### src/rtl/synth_voice_bank_if.sv
// Note-command channel from the MIDI interpreter into synth_voice_bank.
// The interpreter drives the command; the voice bank returns ready.
interface synth_voice_bank_if #(
    parameter int unsigned ACC_WIDTH = 16
);
    logic                 cmd_valid;
    logic                 cmd_ready;
    logic                 cmd_note_on;
    logic [6:0]           cmd_note;
    logic [ACC_WIDTH-1:0] cmd_phase_inc;

    modport master (
        output cmd_valid, cmd_note_on, cmd_note, cmd_phase_inc,
        input  cmd_ready
    );

    modport slave (
        input  cmd_valid, cmd_note_on, cmd_note, cmd_phase_inc,
        output cmd_ready
    );
endinterface

### src/rtl/synth_voice_bank.sv
// Polyphonic phase-accumulator voice bank: allocates voices to notes and mixes all voices per sample tick.
// Optional voice stealing on a full bank is enabled by defining SYNTH_VOICE_STEAL_EN.
module synth_voice_bank #(
    parameter int unsigned NUM_VOICES    = 4,
    parameter int unsigned ACC_WIDTH     = 16,
    parameter int unsigned DAC_WIDTH     = 12,
    parameter int unsigned SIN_ADDR_BITS = 8
) (
    input  logic                  i_Clk,
    input  logic                  reset,
    input  logic                  sample_tick,
    input  logic [1:0]            waveform_sel,
    synth_voice_bank_if.slave     cmd,
    output logic [DAC_WIDTH-1:0]  audio_out,
    output logic                  sample_valid,
    output logic [NUM_VOICES-1:0] voice_active,
    output logic                  tick_dropped,
    output logic                  note_dropped
);
    localparam int unsigned VW        = (NUM_VOICES > 1) ? $clog2(NUM_VOICES) : 1;
    localparam int unsigned LOG2NV    = $clog2(NUM_VOICES);
    localparam int unsigned MW        = DAC_WIDTH + LOG2NV;
    localparam int unsigned ROM_DEPTH = 1 << SIN_ADDR_BITS;
    localparam int unsigned MID       = 1 << (DAC_WIDTH - 1);
    localparam int unsigned FRAC      = 28;
    localparam longint      TWO_PI_Q  = 64'sd1686629713;
    localparam longint      HALF_PI_Q = 64'sd421657428;
    localparam longint      ROUND_Q   = 64'sd134217728;
    localparam logic [VW-1:0] LAST    = VW'(NUM_VOICES - 1);

    typedef enum logic [1:0] {ST_IDLE, ST_MIX, ST_DRAIN} state_t;

    // Elaboration-time sine entry in Q28 fixed point: quadrant fold plus Taylor series.
    function automatic int sine_entry(input int a);
        longint q, r, x, x2, term, sum, prod;
        int     quarter;
        quarter = int'(ROM_DEPTH / 4);
        q = longint'(a / quarter);
        r = longint'(a % quarter);
        x = (r * TWO_PI_Q) / longint'(ROM_DEPTH);
        if (q == 1 || q == 3) x = HALF_PI_Q - x;
        x2   = (x * x) >>> FRAC;
        term = x;
        sum  = x;
        for (int k = 1; k <= 8; k++) begin
            term = -((term * x2) >>> FRAC) / longint'((2 * k) * (2 * k + 1));
            sum  = sum + term;
        end
        if (q >= 2) sum = -sum;
        prod = longint'(MID - 1) * sum;
        if (prod >= 0) return int'(MID) + int'((prod + ROUND_Q) >>> FRAC);
        else           return int'(MID) - int'((-prod + ROUND_Q) >>> FRAC);
    endfunction

    logic [DAC_WIDTH-1:0] sine_rom [ROM_DEPTH];
    for (genvar a = 0; a < ROM_DEPTH; a++) begin : g_rom
        localparam logic [DAC_WIDTH-1:0] ENTRY = DAC_WIDTH'(sine_entry(a));
        assign sine_rom[a] = ENTRY;
    end

    state_t state_q, state_d;
    logic [VW-1:0] idx_q;
    logic cmd_ready_c, start_mix_c, issue_c, drain_c, tick_drop_c;

    logic [NUM_VOICES-1:0] active_q;
    logic [6:0]            note_q  [NUM_VOICES];
    logic [ACC_WIDTH-1:0]  inc_q   [NUM_VOICES];
    logic [ACC_WIDTH-1:0]  phase_q [NUM_VOICES];

    // State register
    always_ff @(posedge i_Clk) begin
        if (reset) state_q <= ST_IDLE;
        else       state_q <= state_d;
    end

    // Next-state logic
    always_comb begin
        state_d = state_q;
        case (state_q)
            ST_IDLE:  if (sample_tick) state_d = ST_MIX;
            ST_MIX:   if (idx_q == LAST) state_d = ST_DRAIN;
            ST_DRAIN: state_d = ST_IDLE;
            default:  state_d = ST_IDLE;
        endcase
    end

    // Control decode; a tick outranks a command in IDLE
    always_comb begin
        cmd_ready_c = 1'b0;
        start_mix_c = 1'b0;
        issue_c     = 1'b0;
        drain_c     = 1'b0;
        tick_drop_c = 1'b0;
        case (state_q)
            ST_IDLE: begin
                cmd_ready_c = !sample_tick;
                start_mix_c = sample_tick;
            end
            ST_MIX: begin
                issue_c     = 1'b1;
                tick_drop_c = sample_tick;
            end
            ST_DRAIN: begin
                drain_c     = 1'b1;
                tick_drop_c = sample_tick;
            end
            default: ;
        endcase
    end

    assign cmd.cmd_ready = cmd_ready_c;
    assign voice_active  = active_q;

    always_ff @(posedge i_Clk) begin
        if (reset)        idx_q <= '0;
        else if (issue_c) idx_q <= (idx_q == LAST) ? '0 : idx_q + VW'(1);
        else              idx_q <= '0;
    end

    // Lowest-index active voice holding the note, and lowest-index free voice
    logic          accept_c, any_hit_c, any_free_c;
    logic [VW-1:0] hit_idx_c, free_idx_c;
    always_comb begin
        accept_c   = cmd.cmd_valid && cmd_ready_c;
        any_hit_c  = 1'b0;
        any_free_c = 1'b0;
        hit_idx_c  = '0;
        free_idx_c = '0;
        for (int v = int'(NUM_VOICES) - 1; v >= 0; v--) begin
            if (active_q[v] && note_q[v] == cmd.cmd_note) begin
                any_hit_c = 1'b1;
                hit_idx_c = VW'(v);
            end
            if (!active_q[v]) begin
                any_free_c = 1'b1;
                free_idx_c = VW'(v);
            end
        end
    end

`ifdef SYNTH_VOICE_STEAL_EN
    logic [VW-1:0] steal_ptr_q;
`endif

    // Voice state: phase advance during MIX, note allocation while IDLE
    always_ff @(posedge i_Clk) begin
        if (reset) begin
            active_q <= '0;
            for (int v = 0; v < int'(NUM_VOICES); v++) begin
                note_q[v]  <= '0;
                inc_q[v]   <= '0;
                phase_q[v] <= '0;
            end
`ifdef SYNTH_VOICE_STEAL_EN
            steal_ptr_q <= '0;
`endif
        end else begin
            if (issue_c && active_q[idx_q])
                phase_q[idx_q] <= phase_q[idx_q] + inc_q[idx_q];
            if (accept_c) begin
                if (cmd.cmd_note_on) begin
                    if (any_hit_c) begin
                        phase_q[hit_idx_c] <= '0;
                        inc_q[hit_idx_c]   <= cmd.cmd_phase_inc;
                    end else if (any_free_c) begin
                        active_q[free_idx_c] <= 1'b1;
                        note_q[free_idx_c]   <= cmd.cmd_note;
                        inc_q[free_idx_c]    <= cmd.cmd_phase_inc;
                        phase_q[free_idx_c]  <= '0;
                    end
`ifdef SYNTH_VOICE_STEAL_EN
                    else begin
                        note_q[steal_ptr_q]  <= cmd.cmd_note;
                        inc_q[steal_ptr_q]   <= cmd.cmd_phase_inc;
                        phase_q[steal_ptr_q] <= '0;
                        steal_ptr_q <= (steal_ptr_q == LAST) ? '0 : steal_ptr_q + VW'(1);
                    end
`endif
                end else if (any_hit_c) begin
                    active_q[hit_idx_c] <= 1'b0;
                end
            end
        end
    end

    // Waveform shaping from the pre-advance phase
    logic [ACC_WIDTH-1:0]     cur_phase_c;
    logic [SIN_ADDR_BITS-1:0] rom_addr_c;
    logic [DAC_WIDTH-1:0]     shape_c;
    assign cur_phase_c = phase_q[idx_q];
    assign rom_addr_c  = cur_phase_c[ACC_WIDTH-1 -: SIN_ADDR_BITS];
    always_comb begin
        shape_c = '0;
        case (waveform_sel)
            2'b00: shape_c = cur_phase_c[ACC_WIDTH-1 -: DAC_WIDTH];
            2'b01: shape_c = {DAC_WIDTH{cur_phase_c[ACC_WIDTH-1]}};
            2'b10: shape_c = cur_phase_c[ACC_WIDTH-1] ? ~cur_phase_c[ACC_WIDTH-2 -: DAC_WIDTH]
                                                      :  cur_phase_c[ACC_WIDTH-2 -: DAC_WIDTH];
            default: shape_c = '0;
        endcase
    end

    logic                 pipe_vld_q, pipe_act_q, pipe_sine_q;
    logic [DAC_WIDTH-1:0] shape_q, rom_q;
    always_ff @(posedge i_Clk) begin
        if (reset) begin
            pipe_vld_q  <= 1'b0;
            pipe_act_q  <= 1'b0;
            pipe_sine_q <= 1'b0;
            shape_q     <= '0;
            rom_q       <= '0;
        end else begin
            pipe_vld_q  <= issue_c;
            pipe_act_q  <= active_q[idx_q];
            pipe_sine_q <= (waveform_sel == 2'b11);
            shape_q     <= shape_c;
            rom_q       <= sine_rom[rom_addr_c];
        end
    end

    // Signed mixer; the sum of NUM_VOICES offset-removed samples always fits MW bits
    logic [DAC_WIDTH-1:0] wave_c;
    logic signed [MW-1:0] contrib_c, acc_q, acc_next_c;
    assign wave_c     = pipe_sine_q ? rom_q : shape_q;
    assign contrib_c  = (pipe_vld_q && pipe_act_q) ? (MW'(wave_c) - MW'(MID)) : '0;
    assign acc_next_c = acc_q + contrib_c;

    always_ff @(posedge i_Clk) begin
        if (reset)            acc_q <= '0;
        else if (start_mix_c) acc_q <= '0;
        else if (pipe_vld_q)  acc_q <= acc_next_c;
    end

    always_ff @(posedge i_Clk) begin
        if (reset) begin
            audio_out    <= DAC_WIDTH'(MID);
            sample_valid <= 1'b0;
            tick_dropped <= 1'b0;
            note_dropped <= 1'b0;
        end else begin
            sample_valid <= drain_c;
            tick_dropped <= tick_drop_c;
            if (drain_c)
                audio_out <= DAC_WIDTH'(acc_next_c >>> LOG2NV) + DAC_WIDTH'(MID);
`ifdef SYNTH_VOICE_STEAL_EN
            note_dropped <= 1'b0;
`else
            note_dropped <= accept_c && cmd.cmd_note_on && !any_hit_c && !any_free_c;
`endif
        end
    end
endmodule
### src/flat_wrapper.sv
// flat-port wrapper written by rule: the top's interface ports become plain ports
module synth_voice_bank_flat 
#(
    parameter int unsigned NUM_VOICES    = 4,
    parameter int unsigned ACC_WIDTH     = 16,
    parameter int unsigned DAC_WIDTH     = 12,
    parameter int unsigned SIN_ADDR_BITS = 8
)
  (i_Clk, reset, sample_tick, waveform_sel, audio_out, sample_valid, voice_active, tick_dropped, note_dropped, cmd_cmd_valid, cmd_cmd_note_on, cmd_cmd_note, cmd_cmd_phase_inc, cmd_cmd_ready);
  synth_voice_bank_if #(.ACC_WIDTH(ACC_WIDTH)) cmd_i ();
  input  logic i_Clk;
  input  logic reset;
  input  logic sample_tick;
  input  logic [1:0] waveform_sel;
  output logic [DAC_WIDTH-1:0] audio_out;
  output logic sample_valid;
  output logic [NUM_VOICES-1:0] voice_active;
  output logic tick_dropped;
  output logic note_dropped;
  input wire logic [$bits(cmd_i.cmd_valid)-1:0] cmd_cmd_valid;
  input wire logic [$bits(cmd_i.cmd_note_on)-1:0] cmd_cmd_note_on;
  input wire logic [$bits(cmd_i.cmd_note)-1:0] cmd_cmd_note;
  input wire logic [$bits(cmd_i.cmd_phase_inc)-1:0] cmd_cmd_phase_inc;
  output wire logic [$bits(cmd_i.cmd_ready)-1:0] cmd_cmd_ready;
  assign cmd_i.cmd_valid = cmd_cmd_valid;
  assign cmd_i.cmd_note_on = cmd_cmd_note_on;
  assign cmd_i.cmd_note = cmd_cmd_note;
  assign cmd_i.cmd_phase_inc = cmd_cmd_phase_inc;
  assign cmd_cmd_ready = cmd_i.cmd_ready;
  synth_voice_bank #(.NUM_VOICES(NUM_VOICES), .ACC_WIDTH(ACC_WIDTH), .DAC_WIDTH(DAC_WIDTH), .SIN_ADDR_BITS(SIN_ADDR_BITS)) u_core (.i_Clk(i_Clk), .reset(reset), .sample_tick(sample_tick), .waveform_sel(waveform_sel), .cmd(cmd_i), .audio_out(audio_out), .sample_valid(sample_valid), .voice_active(voice_active), .tick_dropped(tick_dropped), .note_dropped(note_dropped));
endmodule
### config.mk
export PLATFORM = sky130hd
export DESIGN_NAME = synth_voice_bank_flat
export DESIGN_NICKNAME = d
export VERILOG_FILES = /design/src/rtl/synth_voice_bank_if.sv /design/src/rtl/synth_voice_bank.sv /design/src/flat_wrapper.sv
export SDC_FILE = /design/constraint.sdc
export NUM_CORES = 1
export LEC_CHECK = 0
export ABC_AREA = 1
export BUFFER_PORTS_ARGS = -buffer_cell sky130_fd_sc_hd__buf_2
export CAP_MARGIN = 30
export CORE_UTILIZATION = 45
export CTS_BUF_LIST = sky130_fd_sc_hd__clkbuf_4 sky130_fd_sc_hd__clkbuf_8 sky130_fd_sc_hd__clkbuf_16
export CTS_CLUSTER_SIZE = 10
export DETAILED_ROUTE_END_ITERATION = 8
export PLACE_DENSITY_LB_ADDON = 0.1
export RECOVER_POWER = 100
export REMOVE_ABC_BUFFERS = 1
export SLEW_MARGIN = 25
export SYNTH_ARGS = -nofsm -noshare
export SYNTH_HDL_FRONTEND = slang
export SYNTH_SLANG_ARGS = --single-unit
### constraint.sdc
create_clock -name i_Clk -period 10.3 [get_ports i_Clk]
set_clock_uncertainty 0.1 [all_clocks]
set_input_delay 0.515 -clock i_Clk [delete_from_list [all_inputs] [get_ports i_Clk]]
set_output_delay 0.515 -clock i_Clk [all_outputs]
set_load 0.02 [all_outputs]
# == Word level (Yosys, flattened, before mapping) ==
# Memories as Yosys holds them, arrays and structs flattened. A register that Yosys moved wholly into a read port is not among the register bits.
# Cells that the tools add are included.
# W data, S select, Z words.
# op_classes
bitwise_logic,7
magnitude_cmp,5
n_mux,73
reduce_logical,31
n_eq_ne,13
n_addsub,5
# op_table
cell,count
$mux W16,5
$reduce_or A16 Y1,5
$mux W1,37
$mux W2,18
$pmux W12 S3,1
$eq A7 B7 Y1,4
$mux W12,2
$add A16 B16 Y16,1
$mux W4,4
$add A14 B14 Y14,1
$mux W14,1
$sub A12 B12 Y13 const B,1
$add A12 B12 Y12 const B,1
$logic_and A1 B1 Y1,12
$not A12 Y12,1
$lt A2 B3 Y1 const B,3
$not A8 Y9,1
$eq A2 B2 Y1 const B,4
$mux W7,1
$reduce_or A7 Y1,1
$reduce_or A2 Y1,3
$and A4 B4 Y4,1
$demux W1 S2,2
$eq A2 B1 Y1 const B,2
15 further kinds,22
# totals
output_inout_bits,20
input_bits,30
memories,4
ff_bits,52
mem_bits_rw,156
romBits,3072
word_cells,150
# memory_table
name,depth,word_bits,rd,rd_ports_with_merged_regs,write_ports,line,source
(name not given),256,12,1,1,0,synth_voice_bank.sv:217,rom_q <= sine_rom[rom_addr_c];
u_core.inc_q,4,16,1,1,4,synth_voice_bank.sv:67,logic [ACC_WIDTH-1:0] inc_q [NUM_VOICES];
u_core.phase_q,4,16,1,1,4,synth_voice_bank.sv:68,logic [ACC_WIDTH-1:0] phase_q [NUM_VOICES];
u_core.note_q,4,7,4,0,4,synth_voice_bank.sv:66,logic [6:0] note_q [NUM_VOICES];

# == Logic depth before layout (Yosys ltp) ==
# Gate-level depths: netlist (run 1).
# An unclocked memory read counts as a cell.
# depth
depth_word,15
depth_mapped,20
depth_no_buf,18

# == Least setup slack after synthesis (run 1) ==
# Ideal clock, no wire load.
# synth_timing
path_kind,flip-flop to flip-flop
start,reg u_core.idx_q[0]
end,mem u_core.phase_q[0][8] (data pin)
t_required_ps,9948
path_slack_ps,6798
synth_period_minus_slack_ps,3502
path_stages_with_launch,21
arrival_time_ps,3150
setup_time_ps,252
n_path_buf,5
path_cell_list,dfxtp_1 -> buf_4 -> inv_2 -> buf_6 -> clkbuf_1 -> clkbuf_1 -> clkbuf_1 -> nor2_1 -> o22ai_1 -> ha_1 -> fa_1 -> nand3_1 -> nand2_1 -> nand2_1 -> a31oi_1 -> inv_1 -> o21ai_0 -> xor2_1 -> nor2_1 -> inv_2 -> nor2_1
# synth_lines
item,line,source
start: declaration,synth_voice_bank.sv:62,logic [VW-1:0] idx_q;
start signal: assignment,synth_voice_bank.sv:116,else if (issue_c) idx_q <= (idx_q == LAST) ? '0 : idx_q + VW'(1);
end: declaration,synth_voice_bank.sv:68,

==> flow_summary.toml, run 1 <==
[clocking]
cts-hold-fix-buffers = 0
worstSkewPairLatency_ns = 0.56
htreeDepth = 1
clkTransAtPathRegs_ns = 0.05
cts_tree = "done"
cts_buffers = 26
postCtsSetupBuffers = 0
cts_resized = 0
clk_path_buf_depth = 3
clockRootBuffer = "clkbuf_16"
cts_sinks = 220

[global_route]
grt_use_total = 0.2874
antenna_found_initial = 1
grt_max_degree = 73
grt_pass1_vias = 13135
grt_pass1_wl_mm = 72.84
grt_overflow = 0

[route]
wire_per_inst_um = 19.31
drc = 0
totalWireLength_mm = 46.82
dr.pass1.iters = 6
drtAntennaViolNets = 0
vias = 13694
drtIter0Drc = 1435
vias_per_cell = 5.647

[synthesis]
syn_area_mm2 = 0.01432
synth_common_cells = "543 x nand2_1, 337 x nor2_1, 188 x inv_1"
synth-simple-area-share = 0.3287
synth.ff_latch_count = 220
synth_top_family_by_area = "simple AND/OR/NAND/NOR gates"
synth.top_cell.area_share = 0.3271
avgSynthCellArea_um2 = 7.171
synth_xor_area_frac = 0.01223
synth_compound_area_frac = 0.1151
synth-edff-count = 156
synth.most_common_cell = "nand2_1"
synth_top_area_cell = "edfxtp_1"
ys.flop_type = "edfxtp_1"
synthMuxAreaShare = 0
syn-instance-count = 1997
synth_seq_area_share = 0.4166
synth_fa_ha_area_frac = 0.04299
synth_cell_type_count = 47
ys_warn_count = 0
synth_area_leaders = "edfxtp_1 33%, nand2_1 14%, dfxtp_1 8.9%, nor2_1 8.8%, nand3_1 5.1%"
async_flop_share = 0

[timing]
fin_worst_hold_slack_ns = 0.1379
tightest_slew_ns = 2.914
setup_tns_ns = 0
slew_headroom = -0.9424
max_freq_mhz = 143.3
rsz0062_at_grt = "false"
layout_min_cycle_time_ns = 6.980
slew_viol_final = 120
period_share = 0.6776
hold_viol = 0
finalSetupViolCount = 0

[pwr]
leakagePower_nw = 7.038
ir_worst_vdd_mv = 0.1450
power_density_mw_per_mm2 = 218.9

[critical_path]
critical_path_required_ns = 10.47
max_stage_delay_ns = 2.05
cp_cell_sequence = "clkbuf_1 -> inv_1 -> nand3_1 -> nand2_2 -> clkbuf_1 -> inv_1 -> buf_4 -> ha_1 -> nand2_1 -> nor2_1 -> nand3_1 -> o2111ai_1 -> or2_2 -> nand4_1 -> nor2_1"
worst_setup_path_start_kind = "flop"
path_class = "flop to flop"
path_max_fanout = 61
endpoint_kind = "flop"
cp.arrival_ns = 7.15
slowest_stage = "clkbuf_1"

[die]
rows = 64
start_util = 0.4633
fp.dieH_um = 180.4
ios = 50
die_w_um = 180.4
fp.coreArea_mm2 = 0.03091
die_area_mm2 = 0.03254

[cells_and_area]
drive_gt1_frac = 0.06703
nets = 2089
antenna_cells = 0
fillers = 3207
multi_input_area_mm2 = 0.007067
seq_area_mm2 = 0.005967
area_growth_pct = 8.187

[placement]
gp_congestion = 1.012
dpl.hpwl_mm = 32.22
port-buffer-count = 49

[worst_hold_path]
hold_path.class = "primary input to flop"

[status]
outcome = "complete, but fails checks"
violations = "max-capacitance violations, max-slew violations"

[run]
maxCapViolations = 3
through the flow:
step	utilization	setup WS, ns	instance area, um^2	cells	power, W
floorplan	-	4.377	13900	1917	0.002001
global placement	0.4778	5.442	14770	2378	0.002485
detailed placement	0.4781	5.363	14780	2379	0.002467
CTS	0.5057	5.386	15630	2425	0.003378
global route	0.5012	2.867	15490	2425	0.003580
finish	0.5012	3.320	15490	2425	0.003392
final cells by class:
type	count	share of cell area
Inverter	210	0.05088
Tap cell	396	0.03198
Clock buffer	44	0.05112
Clock inverter	2	0.003877
Timing Repair Buffer	66	0.02084
Sequential cell	220	0.3852
Multi-Input combinational cell	1487	0.4561
flip-flops by register name, indices dropped and copies added, names as in the netlist:
name / count
u_core.sample_valid: 1
u_core.note_q: 28
u_core.phase_q: 64
u_core.pipe_sine_q: 1
u_core.idx_q: 2
u_core.rom_q: 12
u_core.inc_q: 64
u_core.state_q: 2
u_core.voice_active: 4
u_core.acc_q: 14
u_core.shape_q: 12
u_core.tick_dropped: 1
u_core.audio_out: 12
u_core.pipe_act_q: 1
u_core.pipe_vld_q: 1
u_core.note_dropped: 1
logic make-up after synthesis:
| kind of cell | Yosys count |
|---|---|
| adders and majority gates | 48 |
| AOI/OAI and AO/OA | 295 |
| buffers and inverters | 290 |
| and+or+nand+nor | 1124 |
| DFF | 220 |
| xor gates and xnor gates | 20 |
path summary, 6_finish.rpt:
check	slack (ns)	from	to	cells past startpoint
worst max register to register	3.32	u_core.idx_q[1]	u_core.phase_q[2][12]	15
worst max-delay path	3.32	u_core.idx_q[1]	u_core.phase_q[2][12]	15
worst min register to register	0.37	u_core.acc_q[0]	u_core.acc_q[0]	2
worst min-delay path	0.14	sample_tick	u_core.tick_dropped	3
placed cells by master, fill, tap and decap left out, types with 17 or more instances in the layout:
| cell type | instances |
|---|---|
| buf_2 | 30 |
| nand3_1 | 147 |
| o22ai_1 | 25 |
| inv_1 | 194 |
| clkbuf_1 | 26 |
| nor2_1 | 339 |
| o21ai_0 | 127 |
| a31oi_1 | 22 |
| ha_1 | 46 |
| a21oi_1 | 83 |
| dfxtp_1 | 63 |
| clkbuf_4 | 17 |
| clkbuf_16 | 26 |
| edfxtp_1 | 156 |
| nand4_1 | 28 |
| nand2_1 | 553 |
worst max-delay path: cells and delay by family, from the launching register on:
| kind | cells | cell delay, ns |
|---|---|---|
| AOI/OAI and AO/OA | 1 | 0.13 |
| adders and majority gates | 1 | 0.43 |
| buffers and inverters | 5 | 4.51 |
| DFF | 1 | 0.29 |
| and+or+nand+nor | 8 | 1.13 |
metal layers:
metal,GRT usage,vias to the layer above,wire length (um)
li1,-,6594,-
met3,0.04264,136,3303
met4,0.1398,0,2247
met1,0.3745,6401,20100
met2,0.4679,563,21170
met5,0,-,0
power breakdown:
| part | internal, W | switching [W] |
|---|---|---|
| Clock | 0.000549 | 0.000359 |
| Sequential | 0.00105 | 0.0000416 |
| Combinational | 0.000379 | 0.00101 |
Power figures use the tool's default switching activity.
==> run 2: changes to the inputs <==
--- a/config.mk
+++ b/config.mk
@@ -5,7 +5,7 @@
 export SDC_FILE = /design/constraint.sdc
 export NUM_CORES = 1
 export LEC_CHECK = 0
-export ABC_AREA = 1
+export ABC_AREA = 0
 export BUFFER_PORTS_ARGS = -buffer_cell sky130_fd_sc_hd__buf_2
 export CAP_MARGIN = 30
 export CORE_UTILIZATION = 45
==> constraint.sdc (replaced) <==
create_clock -name i_Clk -period 5.7 [get_ports i_Clk]
set_clock_uncertainty 0.1 [all_clocks]
set_input_delay 0.285 -clock i_Clk [delete_from_list [all_inputs] [get_ports i_Clk]]
set_output_delay 0.285 -clock i_Clk [all_outputs]
set_load 0.02 [all_outputs]
==> flow_summary.toml, run 2 <==
[status]
outcome = "finished clean"

[clocking]
cts_sinks = 220
postCtsSetupBuffers = 0
worstSkewPairLatency_ns = 0.55
clk_path_buf_depth = 3
cts_resized = 0
cts_tree = "done"
cts-hold-fix-buffers = 18
clkTransAtPathRegs_ns = 0.05
htreeDepth = 1
cts_buffers = 27
clockRootBuffer = "clkbuf_16"

[global_route]
antenna_found_initial = 0
grt_overflow = 0
grt_use_total = 0.2829
grt_pass1_vias = 11714
grt_pass1_wl_mm = 68.92
grt_max_degree = 52

[timing]
finalSetupViolCount = 0
slew_headroom = 0.07415
hold_viol = 0
rsz0062_at_grt = "false"
tightest_slew_ns = 1.389
period_share = 0.8153
setup_tns_ns = 0
slew_viol_final = 0
max_freq_mhz = 215.2
layout_min_cycle_time_ns = 4.647
setup_ws_ns = 1.053

[synthesis]
synth_top_area_cell = "edfxtp_1"
synth_seq_area_share = 0.4240
synth.most_common_cell = "nor2_1"
synth_common_cells = "166 x nor2_1, 156 x edfxtp_1, 146 x nand2_1"
syn_area_mm2 = 0.01407
ys.flop_type = "edfxtp_1"
synth.ff_latch_count = 220
ys_warn_count = 0
synth.top_cell.area_share = 0.3329
avgSynthCellArea_um2 = 9.368
synth_cell_type_count = 75
syn-instance-count = 1502
async_flop_share = 0
synth_area_leaders = "edfxtp_1 33%, dfxtp_1 9.1%, nor2_1 4.4%, mux4_2 4.3%, ha_1 4.1%"
synth-edff-count = 156

[pwr]
ir_worst_vdd_mv = 0.2230
total_power_w = 0.004515
power_density_mw_per_mm2 = 290.2
leakagePower_nw = 5.689

[route]
drtAntennaViolNets = 0
vias = 12077
drtIter0Drc = 1416
wire_per_inst_um = 23.00
totalWireLength_mm = 44.58
vias_per_cell = 6.232
drc = 0
dr.pass1.iters = 6

[die]
rows = 64
fp.coreArea_mm2 = 0.03067
ios = 50
start_util = 0.4588
fp.dieH_um = 178.8
die_w_um = 178.8
die_area_mm2 = 0.03198

[cells_and_area]
final_cell_area_mm2 = 0.01556
area_growth_pct = 10.57
drive_gt1_frac = 0.1038
fillers = 2890
layout_common_cells = "166 x nor2_1, 156 x edfxtp_1, 146 x nand2_1"
layout_commonest_cell = "nor2_1"
nets = 1600
reg_top3 = "u_core.inc_q (64), u_core.phase_q (64), u_core.note_q (28)"

[placement]
port-buffer-count = 49
dpl.hpwl_mm = 29.76
postPlaceCellArea_mm2 = 0.01460
place_ws_ns = 1.617
gp_congestion = 1.055

[critical_path]
path_max_fanout = 17
path_class = "flop to flop"
cp.arrival_ns = 4.70
critical_path_required_ns = 5.76
worst_setup_path_start_kind = "flop"
endpoint_kind = "flop"

[worst_hold_path]
hold_path.class = "primary input to flop"

[run]
maxCapViolations = 0
-- run 2: final timing paths --
check,start,to,slack (ns),depth (start not counted)
setup / recovery,u_core.note_q[2][0],u_core.inc_q[0][0],1.05,10
hold / removal,cmd_cmd_valid,u_core.voice_active[2],0.06,4
setup reg to reg,u_core.note_q[2][0],u_core.inc_q[0][0],1.05,10
hold reg to reg,u_core.audio_out[6],u_core.audio_out[6],0.37,2
-- run 2: final cells by class --
cell class              instances  area [um^2]  share of cell area
diodes                          1        2.502           0.0001608
flip-flops and latches        220         5967              0.3835
clock buffers                  42        788.3             0.05066
multi-input cells            1125         7423              0.4771
repair buffers                107        654.4             0.04206
well taps                     396        495.5             0.03185
clock inverters                 6        73.82            0.004745
inverters                      41        153.9            0.009891
-- run 2: per-stage QoR --
step / utilization / std cells / hold WS (ns)
CTS: 0.5101 / 1937 / 0.01749
finish: 0.5073 / 1938 / 0.05726
floorplan: - / 1386 / 0.2541
detailed placement: 0.4761 / 1871 / 0.3587
global route: 0.5072 / 1937 / 0.06502
global placement: 0.4753 / 1868 / 0.3550
-- run 2: logic make-up after synthesis --
| kind of cell | after synthesis | synth area share |
|---|---|---|
| muxes | 77 | 0.07949 |
| DFF | 220 | 0.4240 |
| AOI/OAI and AO/OA | 372 | 0.1729 |
| xor gates and xnor gates | 59 | 0.03770 |
| adders and majority gates | 48 | 0.04375 |
| buffers and inverters | 157 | 0.04784 |
| and+or+nand+nor | 569 | 0.1944 |
-- run 2: report_power, final --
part,internal [W],switching [W]
sequential,0.00179,0.0000406
clock,0.000999,0.000664
combinational,0.000340,0.000679
-- run 2: worst max-delay path, stage by stage, from the launching register on --
cell and delay [ns]:
edfxtp_1 0.37, xor2_1 0.14, nor4_1 0.09, and4_1 0.21, nor4_1 0.79, clkbuf_1 0.39, nand2_1 0.12, a21o_1 0.22
a21oi_1 0.12, clkbuf_1 0.62, or2_0 1.06
-- run 2: per-layer routing --
layer	routed length [um]	GRT usage	part of all wire
met5	0	0	0
met4	1953	0.1246	0.044
met3	3821	0.04750	0.086
met2	20100	0.4476	0.45
met1	18710	0.3798	0.42
==> run 3: changes to the inputs <==
==> constraint.sdc (replaced) <==
create_clock -name i_Clk -period 4.4 [get_ports i_Clk]
set_clock_uncertainty 0.1 [all_clocks]
set_input_delay 0.22 -clock i_Clk [delete_from_list [all_inputs] [get_ports i_Clk]]
set_output_delay 0.22 -clock i_Clk [all_outputs]
set_load 0.02 [all_outputs]
==> flow_summary.toml, run 3 (same netlist as run 2, synthesis figures left out) <==
[critical_path]
path_buf_inv = 3
path_max_fanout = 34
worst_setup_path_start_kind = "flop"
cp.arrival_ns = 4.48
cp_top_family = "buffers and inverters"
critical_path_required_ns = 4.77
endpoint_kind = "flop"
max_stage_delay_ns = 0.83
cp_cell_sequence = "buf_4 -> mux2i_1 -> mux2_2 -> inv_2 -> clkbuf_2 -> nand2b_1 -> nand2_1 -> o21ai_0 -> o32ai_1 -> o211ai_1 -> o311a_1"
slowest_stage = "dfxtp_1"
path_class = "flop to flop"

[pwr]
swShare = 0.3057
p_sw_w = 0.001814
pwr-share-seq = 0.400
ir_worst_vdd_mv = 0.3025
clkPwrFrac = 0.370
power_density_mw_per_mm2 = 375.1
p_int_w = 0.004119
comb_power_share = 0.230
leakagePower_nw = 5.887

[route]
vias_per_cell = 6.218
drtIter0Drc = 1382
drc = 0
dr_wl_met2_mm = 20.13
wl_met3_mm = 4.018
totalWireLength_mm = 44.97
vias = 12269
top_layer = "met4"
wire_per_inst_um = 22.79
dr.pass1.iters = 7
wl_met1_mm = 18.39
drtAntennaViolNets = 0

[die]
die_w_um = 178.8
fp.coreArea_mm2 = 0.03067
ios = 50
start_util = 0.4588
rows = 64
die_area_mm2 = 0.03198
fp.dieH_um = 178.8

[placement]
port-buffer-count = 49
dpl.hpwl_mm = 31.29
gp_congestion = 1.032

[clocking]
clockRootBuffer = "clkbuf_16"
worstSkewPairLatency_ns = 0.55
clk_path_buf_depth = 3
htreeDepth = 1
cts_sinks = 220
cts_tree = "done"
cts_resized = 0
clkTransAtPathRegs_ns = 0.06
postCtsSetupBuffers = 0
cts-hold-fix-buffers = 20
cts_buffers = 27

[worst_hold_path]
hold_path.class = "primary input to flop"

[timing]
period_share = 0.9338
finalSetupViolCount = 0
rsz0062_at_grt = "false"
hold_viol = 0
tightest_slew_ns = 1.075
slew_viol_final = 0
fin_worst_hold_slack_ns = 0.01187
setup_tns_ns = 0
layout_min_cycle_time_ns = 4.109
max_freq_mhz = 243.4
slew_headroom = 0.2768

[global_route]
grt_overflow = 0
antenna_found_initial = 1
grt_pass1_vias = 11759
grt_max_degree = 43
grt_use_total = 0.2843
grt_pass1_wl_mm = 69.22

[cells_and_area]
layout_common_cells = "167 x nor2_1, 156 x edfxtp_1, 146 x nand2_1"
drive_gt1_frac = 0.1244
fillers = 2872
nets = 1634
layout_commonest_cell = "nor2_1"
reg_top3 = "u_core.inc_q (64), u_core.phase_q (64), u_core.note_q (28)"
area_growth_pct = 12.42

[status]
outcome = "finished clean"

[run]
maxCapViolations = 0
run 3: metrics by stage:
stage / utilization / area [um^2] / total power, W / instances / worst slack [ns]
CTS: 0.5191 / 15920 / 0.005934 / 1970 / 0.3910
global placement: 0.4838 / 14840 / 0.003753 / 1901 / 0.3332
finish: 0.5158 / 15820 / 0.005933 / 1973 / 0.2913
floorplan: - / 13550 / 0.003220 / 1386 / -0.2351
global route: 0.5157 / 15820 / 0.006139 / 1972 / 0.09960
detailed placement: 0.4838 / 14840 / 0.003724 / 1901 / 0.3974
run 3: worst paths after layout:
path | from | endpoint | slack (ns) | cells past startpoint
worst max-delay path | u_core.idx_q[1] | u_core.rom_q[7] | 0.29 | 11
worst min-delay path | reset | u_core.state_q[0] | 0.01 | 2
worst max register to register | u_core.idx_q[1] | u_core.rom_q[7] | 0.29 | 11
worst min register to register | u_core.audio_out[6] | u_core.audio_out[6] | 0.37 | 2
run 3: cell type report:
| class | count | area [um^2] | area share |
|---|---|---|---|
| Inverter | 41 | 153.9 | 0.009729 |
| Sequential cell | 220 | 5967 | 0.3772 |
| Clock buffer | 44 | 815.8 | 0.05157 |
| Timing Repair Buffer | 141 | 895.9 | 0.05663 |
| Antenna cell | 1 | 2.502 | 0.0001582 |
| Multi-Input combinational cell | 1125 | 7421 | 0.4691 |
| Tap cell | 396 | 495.5 | 0.03132 |
| Clock inverter | 5 | 67.56 | 0.004271 |
run 3: power by group through the flow:
stage               combinational, W  sequential (W)  clock, W
detailed placement           0.00131         0.00241         0
CTS                          0.00133         0.00237   0.00223
floorplan                   0.000812         0.00241         0
global placement             0.00134         0.00241         0
finish                       0.00137         0.00237   0.00219
global route                 0.00144         0.00238   0.00231
run 3: worst reg2reg max path, stage by stage, from the launching register on:
cell	delay (ns)
dfxtp_1	0.83
buf_4	0.31
mux2i_1	0.09
mux2_2	0.29
inv_2	0.50
clkbuf_2	0.51
nand2b_1	0.22
nand2_1	0.06
o21ai_0	0.38
o32ai_1	0.22
o211ai_1	0.26
o311a_1	0.27
run 3: per-layer routing:
metal,vias to the layer above,global-route usage
li1,5615,-
met3,174,0.05746
met1,5751,0.3767
met5,-,0
met4,0,0.1370
met2,729,0.4424
